--- src/rtl/imem_loader.sv ---
// ---------------------------------------------------------------------------
// imem_loader
//
// Boot-time program loader for the instruction memory of the single-cycle
// processor. A byte stream arrives over a valid/ready handshake:
//
//   header W (word count, 1..2^ADDR_W), then W*B data bytes, each word
//   least-significant byte first, then (checksum build only) one XOR byte.
//
// Each assembled word is written into the instruction RAM with a one-cycle
// write pulse. The processor is held in reset until the load completes.
//
// Build option:
//   IMEM_LOADER_CHECKSUM_EN - when defined, a trailing checksum byte is
//   expected after the last word and must equal the XOR of all data bytes.
//   If it does not match, the load ends in the error state.
//
// Parameters:
//   N       instruction word width in bits (multiple of 8)
//   ADDR_W  instruction memory address width (depth 2^ADDR_W)
//
// Ports:
//   clk       in   clock, rising edge
//   reset     in   synchronous active-high reset
//   rx_data   in   stream byte
//   rx_valid  in   rx_data valid this cycle
//   rx_ready  out  loader accepts a byte this cycle (function of state only)
//   we        out  instruction memory write enable, one pulse per word
//   waddr     out  write word address, held until the next write
//   wdata     out  write word data, held until the next write
//   cpu_hold  out  processor held in reset while high
//   done      out  load completed, sticky until reset
//   err       out  load aborted, sticky until reset
// ---------------------------------------------------------------------------
module imem_loader #(
    parameter int N      = 32,
    parameter int ADDR_W = 6
) (
    input  logic              clk,
    input  logic              reset,
    input  logic [7:0]        rx_data,
    input  logic              rx_valid,
    output logic              rx_ready,
    output logic              we,
    output logic [ADDR_W-1:0] waddr,
    output logic [N-1:0]      wdata,
    output logic              cpu_hold,
    output logic              done,
    output logic              err
);

    localparam int B     = N / 8;
    localparam int D     = 1 << ADDR_W;
    localparam int CNT_W = ADDR_W + 1;               // must be able to hold W == D
    localparam int IDX_W = (B > 1) ? $clog2(B) : 1;

    typedef enum logic [2:0] {
        S_HDR,
        S_BYTE,
        S_WRITE,
`ifdef IMEM_LOADER_CHECKSUM_EN
        S_CSUM,
`endif
        S_DONE,
        S_ERR
    } state_t;

    state_t             state_q, state_d;
    logic [CNT_W-1:0]   wcount_q, wcount_d;          // latched header W
    logic [CNT_W-1:0]   word_cnt_q, word_cnt_d;      // index of the word being built
    logic [IDX_W-1:0]   byte_idx_q, byte_idx_d;      // lane of the next byte
    logic [N-1:0]       word_q, word_d;              // assembly register
    logic [N-1:0]       word_lane;                   // assembly register with this byte merged
    logic [ADDR_W-1:0]  waddr_q, waddr_d;
    logic [N-1:0]       wdata_q, wdata_d;
`ifdef IMEM_LOADER_CHECKSUM_EN
    logic [7:0]         csum_q, csum_d;
`endif

    logic xfer;
    logic byte_xfer;
    logic last_byte;
    logic last_word;
    logic hdr_bad;

    assign xfer      = rx_valid && rx_ready;
    assign byte_xfer = xfer && (state_q == S_BYTE);
    assign last_byte = (byte_idx_q == IDX_W'(B - 1));
    assign last_word = (word_cnt_q == (wcount_q - CNT_W'(1)));
    assign hdr_bad   = (rx_data == 8'd0) || (int'(rx_data) > D);

    // Per-lane merge of the incoming byte into the word being assembled.
    generate
        for (genvar gi = 0; gi < B; gi++) begin : g_lane
            assign word_lane[gi*8 +: 8] = (byte_xfer && (byte_idx_q == IDX_W'(gi)))
                                          ? rx_data : word_q[gi*8 +: 8];
        end
    endgenerate

    // -----------------------------------------------------------------------
    // State and datapath registers
    // -----------------------------------------------------------------------
    always_ff @(posedge clk) begin
        if (reset) begin
            state_q    <= S_HDR;
            wcount_q   <= '0;
            word_cnt_q <= '0;
            byte_idx_q <= '0;
            word_q     <= '0;
            waddr_q    <= '0;
            wdata_q    <= '0;
`ifdef IMEM_LOADER_CHECKSUM_EN
            csum_q     <= '0;
`endif
        end else begin
            state_q    <= state_d;
            wcount_q   <= wcount_d;
            word_cnt_q <= word_cnt_d;
            byte_idx_q <= byte_idx_d;
            word_q     <= word_d;
            waddr_q    <= waddr_d;
            wdata_q    <= wdata_d;
`ifdef IMEM_LOADER_CHECKSUM_EN
            csum_q     <= csum_d;
`endif
        end
    end

    // -----------------------------------------------------------------------
    // Next-state and output logic
    // -----------------------------------------------------------------------
    always_comb begin
        state_d    = state_q;
        wcount_d   = wcount_q;
        word_cnt_d = word_cnt_q;
        byte_idx_d = byte_idx_q;
        word_d     = word_lane;
        waddr_d    = waddr_q;
        wdata_d    = wdata_q;
`ifdef IMEM_LOADER_CHECKSUM_EN
        csum_d     = csum_q;
`endif

        rx_ready = 1'b0;
        we       = 1'b0;
        cpu_hold = 1'b1;
        done     = 1'b0;
        err      = 1'b0;

        unique case (state_q)
            S_HDR: begin
                rx_ready = 1'b1;
`ifdef IMEM_LOADER_CHECKSUM_EN
                csum_d   = '0;
`endif
                if (xfer) begin
                    if (hdr_bad) begin
                        state_d = S_ERR;
                    end else begin
                        wcount_d   = CNT_W'(rx_data);
                        word_cnt_d = '0;
                        byte_idx_d = '0;
                        word_d     = '0;
                        state_d    = S_BYTE;
                    end
                end
            end

            S_BYTE: begin
                rx_ready = 1'b1;
                if (xfer) begin
`ifdef IMEM_LOADER_CHECKSUM_EN
                    csum_d = csum_q ^ rx_data;
`endif
                    if (last_byte) begin
                        // Capture the complete word into the output registers
                        // now so the write pulse next cycle sees it, and so
                        // waddr/wdata stay put until the following write.
                        byte_idx_d = '0;
                        waddr_d    = word_cnt_q[ADDR_W-1:0];
                        wdata_d    = word_lane;
                        state_d    = S_WRITE;
                    end else begin
                        byte_idx_d = byte_idx_q + IDX_W'(1);
                    end
                end
            end

            S_WRITE: begin
                we         = 1'b1;
                word_cnt_d = word_cnt_q + CNT_W'(1);
                if (last_word) begin
`ifdef IMEM_LOADER_CHECKSUM_EN
                    state_d = S_CSUM;
`else
                    state_d = S_DONE;
`endif
                end else begin
                    state_d = S_BYTE;
                end
            end

`ifdef IMEM_LOADER_CHECKSUM_EN
            S_CSUM: begin
                rx_ready = 1'b1;
                if (xfer) begin
                    state_d = (rx_data == csum_q) ? S_DONE : S_ERR;
                end
            end
`endif

            S_DONE: begin
                done     = 1'b1;
                cpu_hold = 1'b0;
            end

            S_ERR: begin
                err = 1'b1;
            end

            default: begin
                state_d = S_ERR;
            end
        endcase
    end

    assign waddr = waddr_q;
    assign wdata = wdata_q;

endmodule
--- config.mk ---
export PLATFORM = sky130hd
export DESIGN_NAME = imem_loader
export DESIGN_NICKNAME = d
export VERILOG_FILES = /design/src/rtl/imem_loader.sv
export SDC_FILE = /design/constraint.sdc
export NUM_CORES = 1
export LEC_CHECK = 0
export ABC_CLOCK_PERIOD_IN_PS = 5650
export CAP_MARGIN = 10
export CORE_MARGIN = 1
export CORE_UTILIZATION = 26
export CTS_CLUSTER_DIAMETER = 150
export DETAILED_ROUTE_END_ITERATION = 8
export GPL_TIMING_DRIVEN = 0
export SLEW_MARGIN = 20
export SYNTH_ARGS = -nofsm -noshare
export SYNTH_HDL_FRONTEND = slang
export SYNTH_SLANG_ARGS = --single-unit
export TNS_END_PERCENT = 5
--- constraint.sdc ---
create_clock -name clk -period 5.65 [get_ports clk]
set_input_delay 0.565 -clock clk [delete_from_list [all_inputs] [get_ports clk]]
set_output_delay 0.565 -clock clk [all_outputs]
set_load 0.005 [all_outputs]
# Yosys cells after proc, flatten, opt, wreduce, memory -nomap -nowiden

Index checks and enable logic that the tools add are counted.

Add/sub/neg operators: 3
$lt $le $gt $ge: 1
Equality and inequality tests: 12
Muxes and demuxes: 26
Bitwise logic cells: 2
Reductions and logical operators: 19

Operators by type and width:

| operator                                                                        | number |
|---|---|
| 32-bit 2-to-1 mux                                                               | 3 |
| 8-bit 2-to-1 mux                                                                | 4 |
| 7-bit 2-to-1 mux                                                                | 2 |
| 7-bit case mux with 2 select lines                                              | 1 |
| 3-bit 2-to-1 mux                                                                | 4 |
| 3-bit case mux with 4 select lines                                              | 1 |
| 2-bit 2-to-1 mux                                                                | 5 |
| 3-bit AND reduction                                                             | 3 |
| 8-bit by 7-bit greater-than comparator with 1-bit output, second input constant | 1 |
| 8-bit zero test                                                                 | 1 |
| 2-bit != test, second input constant                                            | 4 |
| 4-bit AND reduction                                                             | 2 |
| 7-bit by 1-bit adder with 7-bit output, second input constant                   | 1 |
| 7-bit == test                                                                   | 1 |
| 7-bit by 1-bit subtractor with 7-bit output, second input constant              | 1 |
| 3-bit by 2-bit == test with 1-bit output, second input constant                 | 2 |
| 1-bit logical AND                                                               | 6 |
| 1-bit 2-to-1 mux                                                                | 5 |
| 2-bit == test, second input constant                                            | 2 |
| 2-bit case mux with 2 select lines                                              | 1 |
| 2-bit nonzero test                                                              | 2 |
| 2-bit OR reduction                                                              | 2 |
| 3-bit by 1-bit == test with 1-bit output, second input constant                 | 1 |
| 3-bit == test, second input constant                                            | 1 |
| 6 further kinds                                                                 | 7 |

Register bits: 89
Output and inout bits: 43
Logic and storage cells: 70

# Depth between registers and ports, before layout

Gate-level depths: netlist (run 1).

Depth after elaboration: 10
Depth in mapped cells: 9
Depth with buffers taken out: 7

# Least setup slack after synthesis (run 1)

OpenSTA, ideal clock, no wires.

Path type: input to register
Start point: in rx_valid
End point: reg word_cnt_q[4]
Library setup time: 0.059 ns
Arrival time: 2.143 ns
Required time: 5.591 ns
Slack: 3.448 ns
Cell stages on the path: 6
Path buffers: 1
Cells stage by stage: or4b_4 a2111oi_4 nor2_2 buf_6 a2111o_1 nand2_1

Cells in the longest elaborated chain, start to end: 3

Ends and longest elaborated chain:

| what                          | RTL line | source |
|---|---|---|
| start: declaration            | 42       | `input logic rx_valid,` |
| 1-bit logical AND             | 86       | `assign xfer = rx_valid && rx_ready;` |
| 2-bit != test (no line)       | n/a      |  |
| 3-bit AND reduction (no line) | n/a      |  |
| end signal: assignment        | 118      | `word_cnt_q <= word_cnt_d;` |
| end: declaration              | 70       | `logic [CNT_W-1:0] word_cnt_q, word_cnt_d;` |

Every way passes these cells.
A chain may end at the register's enable or synchronous reset.

# Worst setup path after layout (run 1)

Start point: in rx_data[0]
End point: reg word_cnt_q[0]

Cells in the longest elaborated chain, start to end: 4

Ends and longest elaborated chain:

| what                                                                                               | RTL line | source |
|---|---|---|
| start: declaration                                                                                 | 41       | `input logic [7:0] rx_data,` |
| 8-bit by 7-bit greater-than comparator with 1-bit output / 8-bit zero test (equally long branches) | 90       | `assign hdr_bad = (rx_data == 8'd0) \|\| (int'(rx_data) > D);` |
| 1-bit logical OR (*)                                                                               | 90       |  |
| 2-bit != test (no line) (*)                                                                        | n/a      |  |
| 3-bit AND reduction (no line) (*)                                                                  | n/a      |  |

Every way passes the cells marked *; elsewhere a longest branch is shown, timed or not.

==> run metrics, run 1 <==
post-route antenna net violation count 0; register bit total from synthesis 81; ratio of total power to cell area 276 nW/um^2; most instantiated library cell after synthesis sky130_fd_sc_hd__dfxtp_1; run status completed; effective utilization at floorplan 0.266; Bufs on Longest Clock Path 2; cell types with the largest area share after synthesis sky130_fd_sc_hd__dfxtp_1 (49%), sky130_fd_sc_hd__mux2i_1 (7.2%), sky130_fd_sc_hd__nor2_1 (6.4%), sky130_fd_sc_hd__a211oi_1 (5.4%), sky130_fd_sc_hd__nand2_1 (5.3%); I/O pins between 50 and 60; CP Data Required Time between 5000 and 6000 ps; crit path time final 2800 ps; ratio of routed vias to standard cells about 4.6; share of the synthesized area in the top cell type 0.486; TritonCTS clock tree yes; number of antenna diodes 0; Worst slew margin 0.595; clock latency on the worst-skew pair 330 ps; dpl hpwl 6200 um; cell count of the worst hold path 2; arrival time of data at the critical path endpoint between 2000 and 3000 ps; I/O Buffers 52; fraction of layout instances using a drive strength above 1 0.0563; total global routing overflow 0; Sinks on Clock Net 81; total power after layout about 1.2 mW; utilization after layout 0.347; final clock skew roughly 3.3 ps; library cell used as clock root buffer sky130_fd_sc_hd__clkbuf_16; Setup violations, final 0; destination of the worst hold path wdata[30]; most area-hungry cell type in the Yosys netlist sky130_fd_sc_hd__dfxtp_1; Cells after Synth 376; HP Start wdata[30]; sort of element at the start of the critical path primary input; via count of the first global-routing pass between 2,000 and 3,000; first-pass GRT wire length 13,300 um; peak-usage layer in the global routing report met2; maximum number of pins on one net before global-route repair 14; Pins Over Slew Limit 0; share of the yosys chip area belonging to registers 0.486; final net count between 400 and 500; die height between 100 and 150 um; Global Route met3 Usage 0.0306; Fillers between 1,000 and 1,500; Post-synth EDFFs 0; number of cell rows 41; Floorplan Core Area approximately 13,000 sq um; worst ir drop on vdd 0.181 mV; worst reg2reg path startpoint state_q[0]; final estimated routing congestion in global placement 0.820; average cell area after synthesis about 8.9 sq um; share of async-settable or async-resettable flops after synthesis 0; number of buffers inserted by post-CTS setup repair 0; deepest level of the CTS H-tree 3; Die Outline Area ~13,000 sq um; Worst Max-Slew Pin Slew 608 ps; main flop type after synthesis sky130_fd_sc_hd__dfxtp_1; number of different library cells in the post-synthesis netlist 41; leading cell types by count after synthesis sky130_fd_sc_hd__dfxtp_1 (81), sky130_fd_sc_hd__nor2_1 (57), sky130_fd_sc_hd__nand2_1 (47); post-route clock period utilization 0.496; global-route met2 utilization 0.199; 1st-pass router iterations 4; layout-stage area growth over the synthesis result 30.7%; final number of hold-violating endpoints 0; Critical Path Sink Type flop; count of max-cap constraint violations 0; hold_buf cts 0; detailed-route wire length between 8000 and 9000 um; Starting DRT DRC Count 142; final worst hold slack 454 ps; final routed wire length divided by cell count ~14 um; RSZ-0062 raised after global routing no; kind of critical path primary input to flop; global-route usage over all layers 0.130; number of remaining DRC errors 0; reported leakage power roughly 1.6 nW; Post-Route Setup TNS 0 ps; routing usage on met1 0.181; Max Clock Freq 0.357 GHz; post-synthesis net count 393; RR Endpoint wdata[22]; highest fanout seen on the critical path 10; worst reg-to-reg path cell count 8; Worst R2R Setup Slack 3130 ps; warning count from the yosys run 0; die extent in x roughly 120 um; Inserted Clock Buffers 9; total of cells resized after clock tree synthesis 0; Clk pin slew, worst setup/hold paths approximately 60 ps; Min-Delay Path Class flop to flop; number of antenna violations at the first check in global routing 0; via total after detailed routing between 2,000 and 3,000; mapped cell area approximately 3300 sq um
## sequential cells by signal, indices dropped and copies added (netlist names)
name,cells
waddr,6
word_q,24
wcount_q,7
state_q,3
wdata,32
byte_idx_q,2
word_cnt_q,7
## layer usage
layer / part of all wire / routed length, um / up-vias
met5: 0 / 0 / -
met4: 0.0094 / 80 / 0
met3: 0.050 / 423 / 9
met2: 0.45 / 3850 / 66
met1: 0.49 / 4140 / 1362
li1: - / - / 1427
## critical path, cell delays in order
cell	delay (ps)
sky130_fd_sc_hd__clkdlybuf4s50_1	610
sky130_fd_sc_hd__nor4_2	510
sky130_fd_sc_hd__and4_1	250
sky130_fd_sc_hd__clkbuf_1	320
sky130_fd_sc_hd__nor2_2	100
sky130_fd_sc_hd__buf_6	160
sky130_fd_sc_hd__clkbuf_1	240
sky130_fd_sc_hd__nand3_1	150
sky130_fd_sc_hd__a21oi_1	70
## layout by cell type (no fill, tap or decap), drive strengths merged, types with 5 or more instances in the layout
| cell type | n |
|---|---|
| a21oi | 30 |
| mux2i | 24 |
| nor2 | 58 |
| dfxtp | 81 |
| clkbuf | 30 |
| a211oi | 24 |
| buf | 7 |
| inv | 8 |
| xnor2 | 5 |
| ha | 6 |
| xor2 | 5 |
| nand3 | 8 |
| nand2 | 47 |
| clkdlybuf4s50 | 52 |
| o21ai | 12 |
## layout make-up
| type | count | area [sq um] | area share |
|---|---|---|---|
| tap | 172 | 215 | 0.0493 |
| clock buffer | 11 | 233 | 0.0533 |
| multi-input combinational | 261 | 1570 | 0.360 |
| buffer | 26 | 118 | 0.0270 |
| timing repair buffer | 52 | 520 | 0.119 |
| inverter | 8 | 30.0 | 0.00688 |
| sequential | 81 | 1620 | 0.372 |
| clock inverter | 5 | 56.3 | 0.0129 |
## worst max path at each step
stage,depth (start not counted),slack [ps],startpoint,end
3_3_place_gp,9,2520,rx_data[5],word_cnt_q[0]
6_report,9,2850,rx_data[0],word_cnt_q[0]
5_1_grt,9,2670,rx_data[5],word_cnt_q[0]
4_1_cts,9,2840,rx_data[5],word_cnt_q[6]
3_5_place_dp,9,2490,rx_data[5],word_cnt_q[0]
2_1_floorplan,6,3450,rx_valid,word_cnt_q[4]
## power by group
group	internal, mW	switching (mW)	leakage, nW
logic	0.0234	0.0386	0.836
registers	0.574	0.00332	0.653
clock network	0.342	0.224	0.139
## through the flow
step	cells	area [sq um]	setup slack, ps
2_1_floorplan	376	3340	3450
3_3_place_gp	600	4070	2520
3_5_place_dp	600	4070	2490
4_1_cts	616	4360	2840
5_1_grt	616	4360	2670
6_report	616	4360	2850
## cells by family (layout without fill, tap and decap cells)
group	count (synthesis)	in the layout	share of synthesized area
adders and majority gates	6	6	0.0225
muxes	24	24	0.0720
DFF	81	81	0.486
AOI/OAI and AO/OA	81	81	0.163
buffers and inverters	34	102	0.0442
and+or+nand+nor	140	140	0.186
xor gates and xnor gates	10	10	0.0262
(Power assumes the default switching activity.)
==> run 2: changes to the inputs <==
--- a/config.mk
+++ b/config.mk
@@ -5,7 +5,7 @@
 export SDC_FILE = /design/constraint.sdc
 export NUM_CORES = 1
 export LEC_CHECK = 0
-export ABC_CLOCK_PERIOD_IN_PS = 5650
+export ABC_CLOCK_PERIOD_IN_PS = 2600
 export CAP_MARGIN = 10
 export CORE_MARGIN = 1
 export CORE_UTILIZATION = 26
==> constraint.sdc (replaced) <==
create_clock -name clk -period 2.6 [get_ports clk]
set_input_delay 0.26 -clock clk [delete_from_list [all_inputs] [get_ports clk]]
set_output_delay 0.26 -clock clk [all_outputs]
set_load 0.005 [all_outputs]
==> run 2 against run 1 <==
  * Critical path depth decreased by 1
  * Via count fell by 0.52%
  * Total power increased by 120%
  * First-iteration DRC count fell by 5.6%
  * Largest cell class unchanged
==> run metrics, run 2 (same netlist as run 1, synthesis figures left out) <==
leading cell types in the layout, fill and taps excluded sky130_fd_sc_hd__dfxtp_1 (81), sky130_fd_sc_hd__nor2_1 (57), sky130_fd_sc_hd__clkdlybuf4s50_1 (52); most common library cell in the layout ignoring fill and taps sky130_fd_sc_hd__dfxtp_1; cell count of the worst hold path 3; deepest level of the CTS H-tree 3; Starting DRT DRC Count roughly 130; sequential share of power 0.479; Clk pin slew, worst setup/hold paths roughly 60 ps; Post-Layout Inst Area between 4000 and 5000 sq um; total global routing overflow 0; global-route usage over all layers 0.130; first-pass GRT wire length between 10,000 and 15,000 um; RR Endpoint wdata[9]; CP Data Required Time ~2800 ps; Worst Slack Setup Final about 130 ps; post-route clock period utilization 0.951; Die Outline Area ~13,000 sq um; effective utilization at floorplan 0.266; Worst slew margin 0.601; number of cell rows just over 40; Pins Over Slew Limit 0; layout-stage area growth over the synthesis result 31.0%; Setup violations, final 0; design internal power between 2 and 2.5 mW; count of buffer and inverter cells on the critical path 4; I/O pins 54; Worst R2R Setup Slack approximately 130 ps; library cell contributing the largest single delay on the critical path sky130_fd_sc_hd__clkbuf_1; ratio of total power to cell area 599 nW/um^2; final number of hold-violating endpoints 0; via total after detailed routing ~2,800; ratio of routed vias to standard cells about 4.6; I/O Buffers 52; sort of element at the start of the critical path flop; share of power burned in combinational logic 0.052; 1st-pass router iterations 5; worst reg-to-reg path cell count 8; reported leakage power 1.64 nW; highest fanout seen on the critical path 10; Switching Fraction 0.221; Inserted Clock Buffers 9; Fillers ~1,300; run status completed; detailed-route wire length 8500 um; library cell used as clock root buffer sky130_fd_sc_hd__clkbuf_16; TritonCTS clock tree yes; setup slack after placement -253 ps; kind of critical path flop to flop; Bufs on Longest Clock Path 2; number of antenna violations at the first check in global routing 0; final routed wire length divided by cell count about 14 um; number of antenna diodes 0; Crit path max-delay family buffers and inverters; via count of the first global-routing pass between 2,000 and 3,000; HP Start reset; Critical Path Sink Type flop; total of cells resized after clock tree synthesis 0; count of max-cap constraint violations 0; Floorplan Core Area approximately 13,000 sq um; crit path time final about 2500 ps; Max Clock Freq ~0.40 GHz; post-route antenna net violation count 0; destination of the worst hold path wcount_q[6]; dpl hpwl slightly above 6000 um; post-detailed-placement cell area 4070 sq um; final worst hold slack around 420 ps; arrival time of data at the critical path endpoint roughly 2700 ps; delay of the slowest cell on the worst path 410 ps; total power after layout approximately 2.6 mW; switching power approximately 580 uW; die height 115 um; worst reg2reg path startpoint state_q[0]; number of buffers inserted by post-CTS setup repair 0; final std cells w/o fill 616; maximum number of pins on one net before global-route repair 14; worst ir drop on vdd 0.394 mV; placed cell count 600; flip-flop count of the largest register, all copies and words added 32; die extent in x approximately 120 um; Worst Max-Slew Pin Slew 599 ps; RSZ-0062 raised after global routing yes; Min-Delay Path Class primary input to flop; final estimated routing congestion in global placement between 0.8 and 0.9; Sinks on Clock Net a little over 80; Worst path most repeated cell sky130_fd_sc_hd__clkbuf_1; final clock skew roughly 4.8 ps; hold_buf cts 0; clock latency on the worst-skew pair around 330 ps; ordered cell list for the critical path clkbuf_1 > and3_1 > clkbuf_1 > and2_1 > clkbuf_1 > clkbuf_1 > nor2_1 > a211oi_1; fraction of layout instances using a drive strength above 1 0.0608; clock network power share 0.469; number of remaining DRC errors 0; final net count between 400 and 500
## run 2: worst max-delay path by stage
stage               startpoint            end  slack (ps)  cells after the start
floorplan           state_q[1]  word_cnt_q[4]         490                      7
global placement    rx_data[5]  word_cnt_q[0]        -220                      9
detailed placement  rx_data[5]  word_cnt_q[0]        -250                      9
CTS                 state_q[0]      wdata[19]          80                      8
global route        state_q[0]       wdata[5]         -90                      8
finish              state_q[0]       wdata[9]         130                      8
## run 2: layout make-up
cell class	count	area [sq um]	area share
clock inverter	5	56.3	0.0129
tap	172	215	0.0492
inverter	8	30.0	0.00686
clock buffer	11	233	0.0532
sequential	81	1620	0.371
multi-input combinational	261	1580	0.361
timing repair buffer	52	520	0.119
buffer	26	120	0.0275
## run 2: metal layers
metal / global-route usage / wire (um) / part of all wire / up-vias
met5: 0 / 0 / 0 / -
met4: 0.0390 / 79 / 0.0093 / 0
met3: 0.0306 / 330 / 0.039 / 7
met2: 0.199 / 3850 / 0.45 / 60
met1: 0.181 / 4240 / 0.50 / 1354
li1: - / - / - / 1428
## run 2: metrics by stage
step                      TNS (ps)   util
after detailed placement     -5880  0.324
after global placement       -4350  0.324
after CTS                        0  0.347
final                            0  0.348
after floorplan                  0      -
after global routing          -547  0.348
## run 2: worst min-delay path, delay by kind of cell
kind,cells,cell delay [ps]
buf+inv,2,330
compound gates,1,130
## run 2: power groups by stage
stage	logic (mW)	registers [mW]	clock network [mW]
detailed placement	0.135	1.28	0
CTS	0.136	1.25	1.26
floorplan	0.0744	1.28	0
finish	0.136	1.26	1.23
global route	0.148	1.26	1.31
global placement	0.133	1.28	0
==> run 3: changes to the inputs <==
--- a/config.mk
+++ b/config.mk
@@ -5,7 +5,8 @@
 export SDC_FILE = /design/constraint.sdc
 export NUM_CORES = 1
 export LEC_CHECK = 0
-export ABC_CLOCK_PERIOD_IN_PS = 2600
+export ABC_AREA = 1
+export ABC_CLOCK_PERIOD_IN_PS = 2500
 export CAP_MARGIN = 10
 export CORE_MARGIN = 1
 export CORE_UTILIZATION = 26
==> constraint.sdc (replaced) <==
create_clock -name clk -period 2.5 [get_ports clk]
set_input_delay 0.25 -clock clk [delete_from_list [all_inputs] [get_ports clk]]
set_output_delay 0.25 -clock clk [all_outputs]
set_load 0.005 [all_outputs]
==> run 3 against run 2 <==
  * Flip-flop and latch count unchanged
  * Critical endpoint is now we
  * First-iteration DRC count is 13% higher
  * Utilization is 0.44 points lower
  * Critical path depth fell by 4
  * Highest routed layer unchanged
  * Total power is 22% higher
  * Clock skew hardly changed
  * Clock power is 13% higher
  * Combinational power increased to 3.2 times the previous value
  * Final area up 9.5%
==> run metrics, run 3 <==
warning count from the yosys run 0; total power after layout ~3.2 mW; Clk pin slew, worst setup/hold paths roughly 60 ps; leading cell types in the layout, fill and taps excluded sky130_fd_sc_hd__nand2_1 (124), sky130_fd_sc_hd__inv_1 (84), sky130_fd_sc_hd__dfxtp_1 (81); Min-Delay Path Class flop to flop; mapped cell area around 3700 sq um; Worst R2R Setup Slack approximately 730 ps; post-synthesis mux area share 0; Post-synth EDFFs 0; post-synthesis net count 530; largest family of logic cells by synthesized area simple AND/OR/NAND/NOR gates; Sinks on Clock Net 81; cell count of the worst hold path 2; final number of hold-violating endpoints 0; main flop type after synthesis sky130_fd_sc_hd__dfxtp_1; RR Endpoint word_cnt_q[0]; deepest level of the CTS H-tree 3; Floorplan Core Area 13,900 sq um; Inserted Clock Buffers 9; highest fanout seen on the critical path 9; clock latency on the worst-skew pair 340 ps; final clock skew about 4.4 ps; setup slack after placement 186 ps; final net count 594; Die Outline Area 14,800 sq um; ratio of routed vias to standard cells 4.37; dpl hpwl 6840 um; via count of the first global-routing pass 3,247; average cell area after synthesis around 7.3 sq um; sort of element at the start of the critical path flop; worst setup path startpoint state_q[2]; library cell used as clock root buffer sky130_fd_sc_hd__clkbuf_16; first-pass GRT wire length ~16,000 um; share of async-settable or async-resettable flops after synthesis 0; detailed-route wire length approximately 9500 um; layout-stage area growth over the synthesis result 28.6%; most instantiated library cell after synthesis sky130_fd_sc_hd__nand2_1; post-route antenna net violation count 0; hold_buf cts 0; most common library cell in the layout ignoring fill and taps sky130_fd_sc_hd__nand2_1; Synth Area in XOR/XNOR 0.00941; share of the synthesized area in the top cell type 0.436; worst reg-to-reg path cell count 6; cell types with the largest area share after synthesis sky130_fd_sc_hd__dfxtp_1 (44%), sky130_fd_sc_hd__nand2_1 (13%), sky130_fd_sc_hd__inv_1 (8.5%), sky130_fd_sc_hd__o211ai_1 (4.8%), sky130_fd_sc_hd__o21a_1 (4.8%); leading cell types by count after synthesis sky130_fd_sc_hd__nand2_1 (124), sky130_fd_sc_hd__inv_1 (84), sky130_fd_sc_hd__dfxtp_1 (81); adder-cell area share of the yosys netlist 0.0202; I/O Buffers 53; Starting DRT DRC Count roughly 150; Worst slew margin 0.600; count of max-cap constraint violations 0; fraction of layout instances using a drive strength above 1 0.0671; arrival time of data at the critical path endpoint approximately 1900 ps; run status completed; number of remaining DRC errors 0; number of different library cells in the post-synthesis netlist 28; number of antenna diodes 0; effective utilization at floorplan 0.267; TritonCTS clock tree yes; Post-Route Setup TNS 0 ps; Worst Slack Setup Final roughly 400 ps; Synth Area in Compound Gates 0.170; RSZ-0062 raised after global routing no; Setup violations, final 0; reported leakage power 2.13 nW; ratio of total power to cell area 665 nW/um^2; final worst hold slack 470 ps; Critical Path Sink Type output pin; simple-gate share of the synthesized area 0.224; worst reg2reg path startpoint byte_idx_q[0]; Cells after Synth between 500 and 600; global-route usage over all layers 0.138; number of cell rows 43; most area-hungry cell type in the Yosys netlist sky130_fd_sc_hd__dfxtp_1; kind of critical path flop to output pin; Bufs on Longest Clock Path 2; worst ir drop on vdd around 0.35 mV; die extent in x between 100 and 150 um; 1st-pass router iterations 4; die height around 120 um; number of antenna violations at the first check in global routing 0; post-route clock period utilization 0.840; capturing element of the worst setup path we; total of cells resized after clock tree synthesis 0; share of the yosys chip area belonging to registers 0.436; Pins Over Slew Limit 0; total global routing overflow 0; register bit total from synthesis 81; flip-flop count of the largest register, all copies and words added 32; maximum number of pins on one net before global-route repair 14; number of buffers inserted by post-CTS setup repair 0; final estimated routing congestion in global placement just over 0.8; via total after detailed routing approximately 3,300; final routed wire length divided by cell count 12.4 um; crit path time final ~2100 ps; Max Clock Freq around 0.48 GHz; I/O pins 54; Worst Max-Slew Pin Slew 600 ps; CP Data Required Time about 2300 ps
==> run 3: changes by cell type after synthesis, sizes merged, moves of 10 or more <==
cell / before / now
clkbuf: 19 / 7
nor2: 58 / 43
o21a: 1 / 24
inv: 8 / 87
nand3: 8 / 18
a211oi: 24 / 0
nand2: 47 / 128
o211ai: 1 / 24
clkinv: 0 / 18
mux2i: 24 / 0
==> run 3: metal layers <==
| metal | vias to the layer above | wire length [um] | GRT usage |
|---|---|---|---|
| met4 | 0 | 203 | 0.0725 |
| li1 | 1712 | - | - |
| met5 | - | 0 | 0 |
| met1 | 1510 | 4400 | 0.164 |
| met3 | 16 | 401 | 0.0300 |
| met2 | 85 | 4460 | 0.232 |
==> run 3: logic make-up (layout without fill, tap and decap cells) <==
kind of cell	Yosys count	after routing
AO/OA/AOI/OAI	101	101
flip-flops	81	81
adder cells (fa/ha/maj)	6	6
XOR/XNOR	4	4
AND/OR/NAND/NOR	195	195
buffers and inverters	126	194
==> run 3: worst max-delay path, stage by stage (launching register included) <==
cell                              delay, ps
sky130_fd_sc_hd__dfxtp_1                330
sky130_fd_sc_hd__inv_1                  180
sky130_fd_sc_hd__nand2_1                 90
sky130_fd_sc_hd__nor2_2                 320
sky130_fd_sc_hd__clkdlybuf4s50_1        580
==> run 3: report_power, final <==
group	switching, mW	internal [mW]	total, mW	leakage [nW]
clock network	0.519	0.869	1.39	0.149
registers	0.0294	1.33	1.36	0.653
logic	0.271	0.169	0.441	1.32
==> run 3: layout make-up <==
| type | count | area, sq um |
|---|---|---|
| Timing Repair Buffer | 53 | 531 |
| Clock inverter | 5 | 81.3 |
| Inverter | 105 | 394 |
| Buffer | 21 | 130 |
| Fill cell | 1440 | 9150 |
| Clock buffer | 10 | 229 |
| Tap cell | 180 | 225 |
| Multi-Input combinational cell | 306 | 1580 |
| Sequential cell | 81 | 1620 |
==> run 3: how the worst min path moves through the flow <==
stage,end,slack (ps),from
CTS,wdata[29],470,wdata[29]
floorplan,wdata[30],390,rx_data[6]
global route,wdata[29],500,wdata[29]
finish,wdata[29],470,wdata[29]
global placement,wdata[30],460,wdata[30]
detailed placement,wdata[29],460,wdata[29]
==> run 3: through the flow <==
step | utilization | cells | area [sq um]
after detailed placement | 0.321 | 746 | 4480
after global routing | 0.344 | 761 | 4790
final | 0.344 | 761 | 4790
after CTS | 0.344 | 761 | 4790
after floorplan | - | 513 | 3720
after global placement | 0.321 | 746 | 4480
